--- src/rtl/ibex_pkg.sv ---
// Shared types for the RVFI trace path: the compact per-retirement record
// that the trace buffer stores and streams to the sink.
package ibex_pkg;

    localparam int unsigned TraceRecW = 104;

    // Field order matches the wire format, MSB first.
    typedef struct packed {
        logic        gap;
        logic        intr;
        logic        trap;
        logic [4:0]  rd_addr;
        logic [31:0] rd_wdata;
        logic [31:0] insn;
        logic [31:0] pc;
    } ibex_trace_rec_t;

endpackage

--- src/rtl/ibex_trace_fifo.sv ---
// Generic single-clock FIFO with registered head output, no fall-through.
// Storage is reset so the head reads as zero after reset.
module ibex_trace_fifo #(
    parameter int unsigned Width = 104,
    parameter int unsigned Depth = 8,
    localparam int unsigned PtrW = $clog2(Depth),
    localparam int unsigned LvlW = $clog2(Depth + 1)
) (
    input  logic             clk_i,
    input  logic             rst_ni,
    input  logic             flush_i,
    input  logic             push_i,
    input  logic [Width-1:0] wdata_i,
    input  logic             pop_i,
    output logic [Width-1:0] rdata_o,
    output logic             full_o,
    output logic             empty_o,
    output logic [LvlW-1:0]  level_o
);

    logic [Width-1:0] mem_q [Depth];
    logic [PtrW-1:0]  wr_ptr_q;
    logic [PtrW-1:0]  rd_ptr_q;
    logic [LvlW-1:0]  level_q;
    logic             do_push;
    logic             do_pop;

    assign empty_o = (level_q == '0);
    assign full_o  = (level_q == LvlW'(Depth));
    assign level_o = level_q;
    assign rdata_o = mem_q[rd_ptr_q];

    // A full FIFO still takes a push when the head leaves in the same cycle.
    assign do_pop  = pop_i & ~empty_o;
    assign do_push = push_i & (~full_o | do_pop);

    always_ff @(posedge clk_i or negedge rst_ni) begin
        if (!rst_ni) begin
            for (int i = 0; i < int'(Depth); i++) begin
                mem_q[i] <= '0;
            end
            wr_ptr_q <= '0;
            rd_ptr_q <= '0;
            level_q  <= '0;
        end else if (flush_i) begin
            wr_ptr_q <= '0;
            rd_ptr_q <= '0;
            level_q  <= '0;
        end else begin
            if (do_push) begin
                mem_q[wr_ptr_q] <= wdata_i;
                wr_ptr_q        <= wr_ptr_q + PtrW'(1);
            end
            if (do_pop) begin
                rd_ptr_q <= rd_ptr_q + PtrW'(1);
            end
            unique case ({do_push, do_pop})
                2'b10:   level_q <= level_q + LvlW'(1);
                2'b01:   level_q <= level_q - LvlW'(1);
                default: level_q <= level_q;
            endcase
        end
    end

endmodule

--- src/rtl/ibex_rvfi_trace_buffer.sv ---
// Captures one record per RVFI retirement into a FIFO and streams it to a
// back-pressured trace sink, counting and flagging records lost to overflow.
module ibex_rvfi_trace_buffer
    import ibex_pkg::*;
#(
    parameter int unsigned Depth    = 8,
    parameter int unsigned DropCntW = 16,
    localparam int unsigned LvlW    = $clog2(Depth + 1)
) (
    input  logic                 clk_i,
    input  logic                 rst_ni,
    input  logic                 trace_en_i,
    input  logic                 flush_i,
    input  logic                 rvfi_valid_i,
    input  logic [31:0]          rvfi_insn_i,
    input  logic                 rvfi_trap_i,
    input  logic                 rvfi_intr_i,
    input  logic [31:0]          rvfi_pc_rdata_i,
    input  logic [4:0]           rvfi_rd_addr_i,
    input  logic [31:0]          rvfi_rd_wdata_i,
    output logic                 trace_valid_o,
    input  logic                 trace_ready_i,
    output logic [TraceRecW-1:0] trace_rec_o,
    output logic [LvlW-1:0]      level_o,
    output logic                 overflow_o,
    output logic [DropCntW-1:0]  drop_cnt_o
);

    ibex_trace_rec_t     wrec;
    logic                fifo_full;
    logic                fifo_empty;
    logic                pop;
    logic                cap;
    logic                push;
    logic                drop;
    logic                gap_set;
    logic                gap_pending_q;
    logic                overflow_q;
    logic [DropCntW-1:0] drop_cnt_q;

    assign pop     = trace_valid_o & trace_ready_i;
    assign cap     = rvfi_valid_i & trace_en_i & ~flush_i;
    assign push    = cap & (~fifo_full | pop);
    assign drop    = cap & ~push;
    assign gap_set = drop | (rvfi_valid_i & ~trace_en_i);

    always_comb begin
        wrec          = '0;
        wrec.gap      = gap_pending_q;
        wrec.intr     = rvfi_intr_i;
        wrec.trap     = rvfi_trap_i;
        wrec.rd_addr  = rvfi_rd_addr_i;
        wrec.rd_wdata = rvfi_rd_wdata_i;
        wrec.insn     = rvfi_insn_i;
        wrec.pc       = rvfi_pc_rdata_i;
    end

    ibex_trace_fifo #(
        .Width (TraceRecW),
        .Depth (Depth)
    ) u_fifo (
        .clk_i   (clk_i),
        .rst_ni  (rst_ni),
        .flush_i (flush_i),
        .push_i  (push),
        .wdata_i (wrec),
        .pop_i   (pop),
        .rdata_o (trace_rec_o),
        .full_o  (fifo_full),
        .empty_o (fifo_empty),
        .level_o (level_o)
    );

    assign trace_valid_o = ~fifo_empty;

    // A set in the same cycle as a push wins, so the gap reaches the next record.
    always_ff @(posedge clk_i or negedge rst_ni) begin
        if (!rst_ni) begin
            gap_pending_q <= 1'b0;
            overflow_q    <= 1'b0;
            drop_cnt_q    <= '0;
        end else if (flush_i) begin
            gap_pending_q <= 1'b0;
            overflow_q    <= 1'b0;
            drop_cnt_q    <= '0;
        end else begin
            if (gap_set) begin
                gap_pending_q <= 1'b1;
            end else if (push) begin
                gap_pending_q <= 1'b0;
            end
            if (drop) begin
                overflow_q <= 1'b1;
                if (drop_cnt_q != '1) begin
                    drop_cnt_q <= drop_cnt_q + DropCntW'(1);
                end
            end
        end
    end

    assign overflow_o = overflow_q;
    assign drop_cnt_o = drop_cnt_q;

endmodule

--- config.mk ---
export PLATFORM = sky130hd
export DESIGN_NAME = ibex_rvfi_trace_buffer
export DESIGN_NICKNAME = d
export VERILOG_FILES = /design/src/rtl/ibex_pkg.sv /design/src/rtl/ibex_trace_fifo.sv /design/src/rtl/ibex_rvfi_trace_buffer.sv
export SDC_FILE = /design/constraint.sdc
export NUM_CORES = 1
export LEC_CHECK = 0
export BUFFER_PORTS_ARGS = -buffer_cell sky130_fd_sc_hd__buf_4
export CAP_MARGIN = 20
export CORE_ASPECT_RATIO = 0.7
export CORE_MARGIN = 1.5
export CORE_UTILIZATION = 40
export CTS_BUF_LIST = sky130_fd_sc_hd__clkbuf_8
export DETAILED_ROUTE_END_ITERATION = 16
export REMOVE_ABC_BUFFERS = 1
export SLEW_MARGIN = 20
export SYNTH_ARGS = -nofsm -noshare
export SYNTH_HDL_FRONTEND = slang
export SYNTH_SLANG_ARGS = --single-unit
--- constraint.sdc ---
create_clock -name clk_i -period 3.8 [get_ports clk_i]
set_clock_uncertainty 0.15 [all_clocks]
set_input_delay 0.76 -clock clk_i [delete_from_list [all_inputs] [get_ports clk_i]]
set_output_delay 0.76 -clock clk_i [all_outputs]
set_load 0.02 [all_outputs]
# Word level (Yosys, flattened, before mapping)
# Index checks and enable logic that the tools add are counted.
# classes
add_sub_neg,5
n_lt_le_gt_ge,3
eq_ne,4
mux,20
n_bitwise,18
n_reduce_logical,10
# op_table
cell,n
bitwise mux 832 bit,1
binary-select mux 104 bit (select 3 bit),1
demux 104 bit (select 3 bit),1
2-to-1 mux 104 bit,3
2-to-1 mux 16 bit,3
adder 16 x 1 -> 16 bit (second input constant),1
!= test 16 bit (second input constant),1
2-to-1 mux 3 bit,4
AND 1 bit,8
greater-or-equal comparator 4 bit (second input constant),2
NOT 3 -> 4 bit,2
one-hot mux 4 bit (2 select lines),1
nonzero test 2 bit,4
adder 3 x 1 -> 3 bit (second input constant),2
nonzero test 3 bit,2
2-to-1 mux 1 bit,5
NOT 1 bit,5
adder 4 x 1 -> 4 bit (second input constant),1
== test 4 bit (second input constant),1
zero test 4 bit,1
< comparator 4 x 1 -> 1 bit (second input constant),1
2-to-1 mux 4 bit,1
AND reduction 2 bit,2
subtractor 4 x 1 -> 4 bit (second input constant),1
other kinds (4),6
# word_totals
reg_bits,860
inputBits,109
output_inout_bits,126

# Logic depth before layout (Yosys ltp)
# logic_depth
word_depth,10
depth_mapped,10

# By module
# Synthesis repeated with hierarchy kept, for this count alone.
# hier_totals
hier_cells,2322
hier_area_um2,39344.0
# modules_own_cells
mod,instances,cells_each,area_per_inst_um2,seq_area_each_um2
ibex_trace_fifo,1,2207,38214.2,21070.2
ibex_rvfi_trace_buffer,1,115,1129.8,450.4

# Least setup slack after synthesis
# No wires, ideal clock.
# synth_timing
kind,register to output
startpoint,register u_fifo.rd_ptr_q[0]
endpoint,output trace_rec_o[84]
arrival_ns,2.081
slack_ns,0.809
stages_incl_launch_ff,5
path_buffers,2
cell_sequence,dfrtp_1 > clkbuf_1 > buf_2 > mux4_2 > mux2_2
# synth_between
elab_chain_len,4
# synth_rtl
item,line_no,rtl
"start, declared",ibex_trace_fifo.sv:23,logic [PtrW-1:0] rd_ptr_q;
"start signal, assigned",ibex_trace_fifo.sv:55,rd_ptr_q <= rd_ptr_q + PtrW'(1);
NOT 3 -> 4 bit (implied by the code),ibex_trace_fifo.sv:31,assign rdata_o = mem_q[rd_ptr_q];
binary-select mux 104 bit (select 3 bit),ibex_trace_fifo.sv:31,
2-to-1 mux 104 bit (implied by the code) (2 in a row),ibex_trace_fifo.sv:31,
"end, declared",ibex_rvfi_trace_buffer.sv:23,"output logic [TraceRecW-1:0] trace_rec_o,"
# No other way between the ends. The select of a mux whose other input is x is not followed.

# Worst setup path in the final report
# layout_timing
startpoint,register u_fifo.rd_ptr_q[0]
endpoint,output trace_rec_o[19]
# Same word-level chain as after synthesis.

==> impl_metrics.py <==
metrics = {
    "status": {
        "status": "finished, final reports clean",
    },
    "final_layout": {
        "most-common-layout-cells": "sky130_fd_sc_hd__dfrtp_1 (857), sky130_fd_sc_hd__mux2_2 (750), sky130_fd_sc_hd__buf_4 (282)",
        "postLayoutCoreUtil_pct": 48.2,
        "drive_above_1_share_pct": 53.2,
        "mostFrequentLayoutCell": "sky130_fd_sc_hd__dfrtp_1",
        "number_of_nets_in_the_final_layout": 2832,
        "layout.cells.non_filler": 4077,
        "layout-area-overhead-vs-synth_pct": 19.7,
    },
    "detailed_routing": {
        "drt.antenna.violating_nets": 0,
        "routed_wl_um": 93900,
        "drt_drc_violations_left": 0,
        "first_pass_iters": 5,
        "route.vias.total": 22038,
        "vias_per_cell": 5.41,
        "detailed_route_iter0_violations": 1189,
        "drt-wirelength-per-cell_um": 23.0,
    },
    "clock_network": {
        "cts_buffers": 140,
        "worst_setup_hold_path_clk_slew_ns": 0.06,
        "worstSkewPairLatency_ns": 0.83,
        "cts_root_buffer": "sky130_fd_sc_hd__clkbuf_8",
        "cts_tree": "built",
        "clock_tree.htree_level_count": 4,
        "clk_path_buf_depth": 3,
        "clock_sink_count": 860,
    },
    "setup_path": {
        "crit_path_max_incr_delay_ns": 0.56,
        "worstSetupEndpointType": "output pin",
        "critPathTopFamily": "multiplexers",
        "worst_ep_arrival_ns": 2.80,
        "cell_seen_most_often_among_critical_path_stages": "sky130_fd_sc_hd__buf_4",
        "crit_path_start_kind": "flop",
        "maximum_fanout_encountered_on_the_critical_timing_path": 12,
        "critical_path.n_buffers_inverters": 3,
        "worst-setup-path-type": "reg2out",
        "worst-endpoint-required_ns": 2.89,
        "crit_slowest_cell": "sky130_fd_sc_hd__mux4_2",
        "crit_chain": "buf_12, buf_4, mux4_2, mux2_2, buf_4",
    },
    "synthesis": {
        "synth_ff_type": "sky130_fd_sc_hd__dfrtp_1",
        "yosysSeqAreaShare_pct": 55.8,
        "share_of_synthesized_registers_carrying_an_async_set_or_reset_pct": 100,
        "synthXorXnorAreaFrac_pct": 0.341,
        "syn_inst": 2304,
        "post_synthesis_share_of_cell_area_spent_on_full_adders_half_adders_and_majority_gates_pct": 0.162,
        "yosys.area_share.simple_pct": 1.22,
        "synth_compound_gate_area_share_pct": 0.643,
        "ys_ff_latch": 860,
        "synth.mux.area_fraction_pct": 39.6,
        "synth_enable_flop_cells": 0,
        "synth_area_per_cell_um2": 16.7,
        "synth.yosys.warnings": 0,
        "netlist.top_cell.by_area": "sky130_fd_sc_hd__dfrtp_1",
        "netlist_top_cells_area": "sky130_fd_sc_hd__dfrtp_1 (56%), sky130_fd_sc_hd__mux2_2 (22%), sky130_fd_sc_hd__mux4_2 (12%)",
        "yosysTopAreaCellShare_pct": 55.8,
        "synth_top_family_by_area": "multiplexers",
        "netlist-cell-type-count": 53,
        "mappedNetlistArea_um2": 38500,
    },
    "grt": {
        "grt_max_degree": 91,
        "globalRouteTotalUtil_pct": 19.6,
        "grt_pass1_wl_um": 149000,
        "globalRouteOverflowTotal": 0,
        "vias_in_the_first_global_route": 24800,
        "grt_antenna_before_repair": 10,
    },
    "timing": {
        "layout_worst_path_cycle_share_pct": 97.6,
        "setup_viol_count_final": 0,
        "period_minus_slack_ns": 3.71,
        "worstMarginPinSlew_ns": 0.936,
        "maxClockFrequency_mhz": 270,
        "grt_setup_unrepaired": "true",
        "finalMaxSlewViolations": 0,
        "slew_headroom_pct": 37.6,
        "timing_hold_violations_final": 0,
        "setup_total_negative_slack_ns": 0,
    },
    "placed_design": {
        "port_buffers": 234,
        "placedCellCount": 3723,
        "place_hpwl_um": 55300,
        "finalWeightedCongestion": 0.735,
    },
    "floorplanning": {
        "dieHeight_um": 263,
        "chipWidth_um": 374,
        "die_area_um2": 98300,
        "row_count": 95,
        "ios": 235,
        "core_um2": 95700,
        "floorplan.initialDensity_pct": 40.3,
    },
    "hold_path": {
        "min_path_type": "in2reg",
    },
    "power": {
        "p_per_area_nw_per_um2": 580,
        "vdd.ir_drop.worst_mv": 0.352,
        "totalPowerFinal_mw": 26.8,
        "power.static_leakage_nw": 21.8,
    },
    "flow_run": {
        "cap_viol_max_count": 0,
    },
}
-- final timing paths --
check / start / end / slack [ns] / cells past startpoint
max in group asynchronous: rst_ni / u_fifo.mem_q[145] / 1.75 / 3
setup / recovery: u_fifo.rd_ptr_q[0] / trace_rec_o[19] / 0.09 / 5
hold / removal: rvfi_insn_i[30] / u_fifo.mem_q[374] / 0.1 / 2
setup reg to reg: u_fifo.level_o[1] / u_fifo.mem_q[449] / 1.05 / 6
hold reg to reg: u_fifo.mem_q[711] / u_fifo.mem_q[711] / 0.33 / 1
min in group asynchronous: rst_ni / u_fifo.mem_q[464] / 0.44 / 2
-- registers in the layout (all words and copies together) (netlist names) --
signal,flops
u_fifo.mem_q,832
u_fifo.level_o,4
gap_pending_q,1
drop_cnt_o,16
u_fifo.wr_ptr_q,3
overflow_o,1
u_fifo.rd_ptr_q,3
-- through the flow --
stage	setup slack (ns)	hold slack, ns	cell area [um^2]
6_report	0.0903	0.0980	46100
3_5_place_dp	0.560	0.322	42200
5_1_grt	-0.0221	0.0545	46100
2_1_floorplan	-6.05	0.303	37700
4_1_cts	-0.0136	0.0000816	46000
3_3_place_gp	0.598	0.312	42200
-- per-layer routing --
metal	routed length [um]	up-vias	share of wire [%]	global-route usage [%]
met5	42	-	0.045	0
met2	45000	400	48	31.1
met3	3260	137	3.5	3.58
met4	1910	8	2.0	6.60
met1	43600	11953	46	27.2
li1	-	9540	-	-
-- what timing repair did --
action,CTS,global route
endpoints found under the hold margin,657,0
buffers inserted,7,8
gates resized for setup,3,5
setup endpoints to repair,99,22
hold buffers,100,0
-- cell usage after synthesis, types with 2 or more instances --
library cell and instances:
sky130_fd_sc_hd__inv_1 5, sky130_fd_sc_hd__buf_2 74, sky130_fd_sc_hd__nand4b_1 2, sky130_fd_sc_hd__nor3_1 9, sky130_fd_sc_hd__o21ai_0 9, sky130_fd_sc_hd__a211oi_1 3
sky130_fd_sc_hd__mux4_2 208, sky130_fd_sc_hd__xor2_1 6, sky130_fd_sc_hd__nor4b_2 2, sky130_fd_sc_hd__nor2_1 17, sky130_fd_sc_hd__ha_1 5, sky130_fd_sc_hd__mux2_2 754
sky130_fd_sc_hd__mux2_1 184, sky130_fd_sc_hd__buf_1 9, sky130_fd_sc_hd__a2111oi_0 3, sky130_fd_sc_hd__nand3_1 7, sky130_fd_sc_hd__or3_1 4, sky130_fd_sc_hd__buf_6 10
sky130_fd_sc_hd__nand2_1 11, sky130_fd_sc_hd__clkbuf_1 45, sky130_fd_sc_hd__nand4_1 6, sky130_fd_sc_hd__xnor2_1 9, sky130_fd_sc_hd__a21oi_1 11, sky130_fd_sc_hd__buf_4 20
sky130_fd_sc_hd__nand2b_1 3, sky130_fd_sc_hd__dfrtp_1 860, sky130_fd_sc_hd__nor4_1 2
-- cells by family after synthesis --
kind of cell    Yosys count
mux                    1147
flops                   860
buf+inv                 163
simple gates             77
compound gates           37
xor+xnor                 15
fa+ha+maj                 5
-- report_power, final --
group	switching, mW	leakage [nW]	internal, mW	total (mW)
sequential	0.587	11.6	10.2	10.8
combinational	3.84	8.63	4.32	8.16
clock	3.66	1.55	4.14	7.79
total	8.09	21.8	18.7	26.8
-- area by class of cell --
cell class | count | area (um^2)
Fill cell | 8030 | 49600
Sequential cell | 860 | 21500
Multi-Input combinational cell | 1281 | 16200
Timing Repair Buffer | 430 | 4070
Clock buffer | 173 | 2380
Tap cell | 1261 | 1580
Clock inverter | 61 | 293
Inverter | 5 | 18.8
Antenna cell | 6 | 15.0
Power figures use the tool's default switching activity.
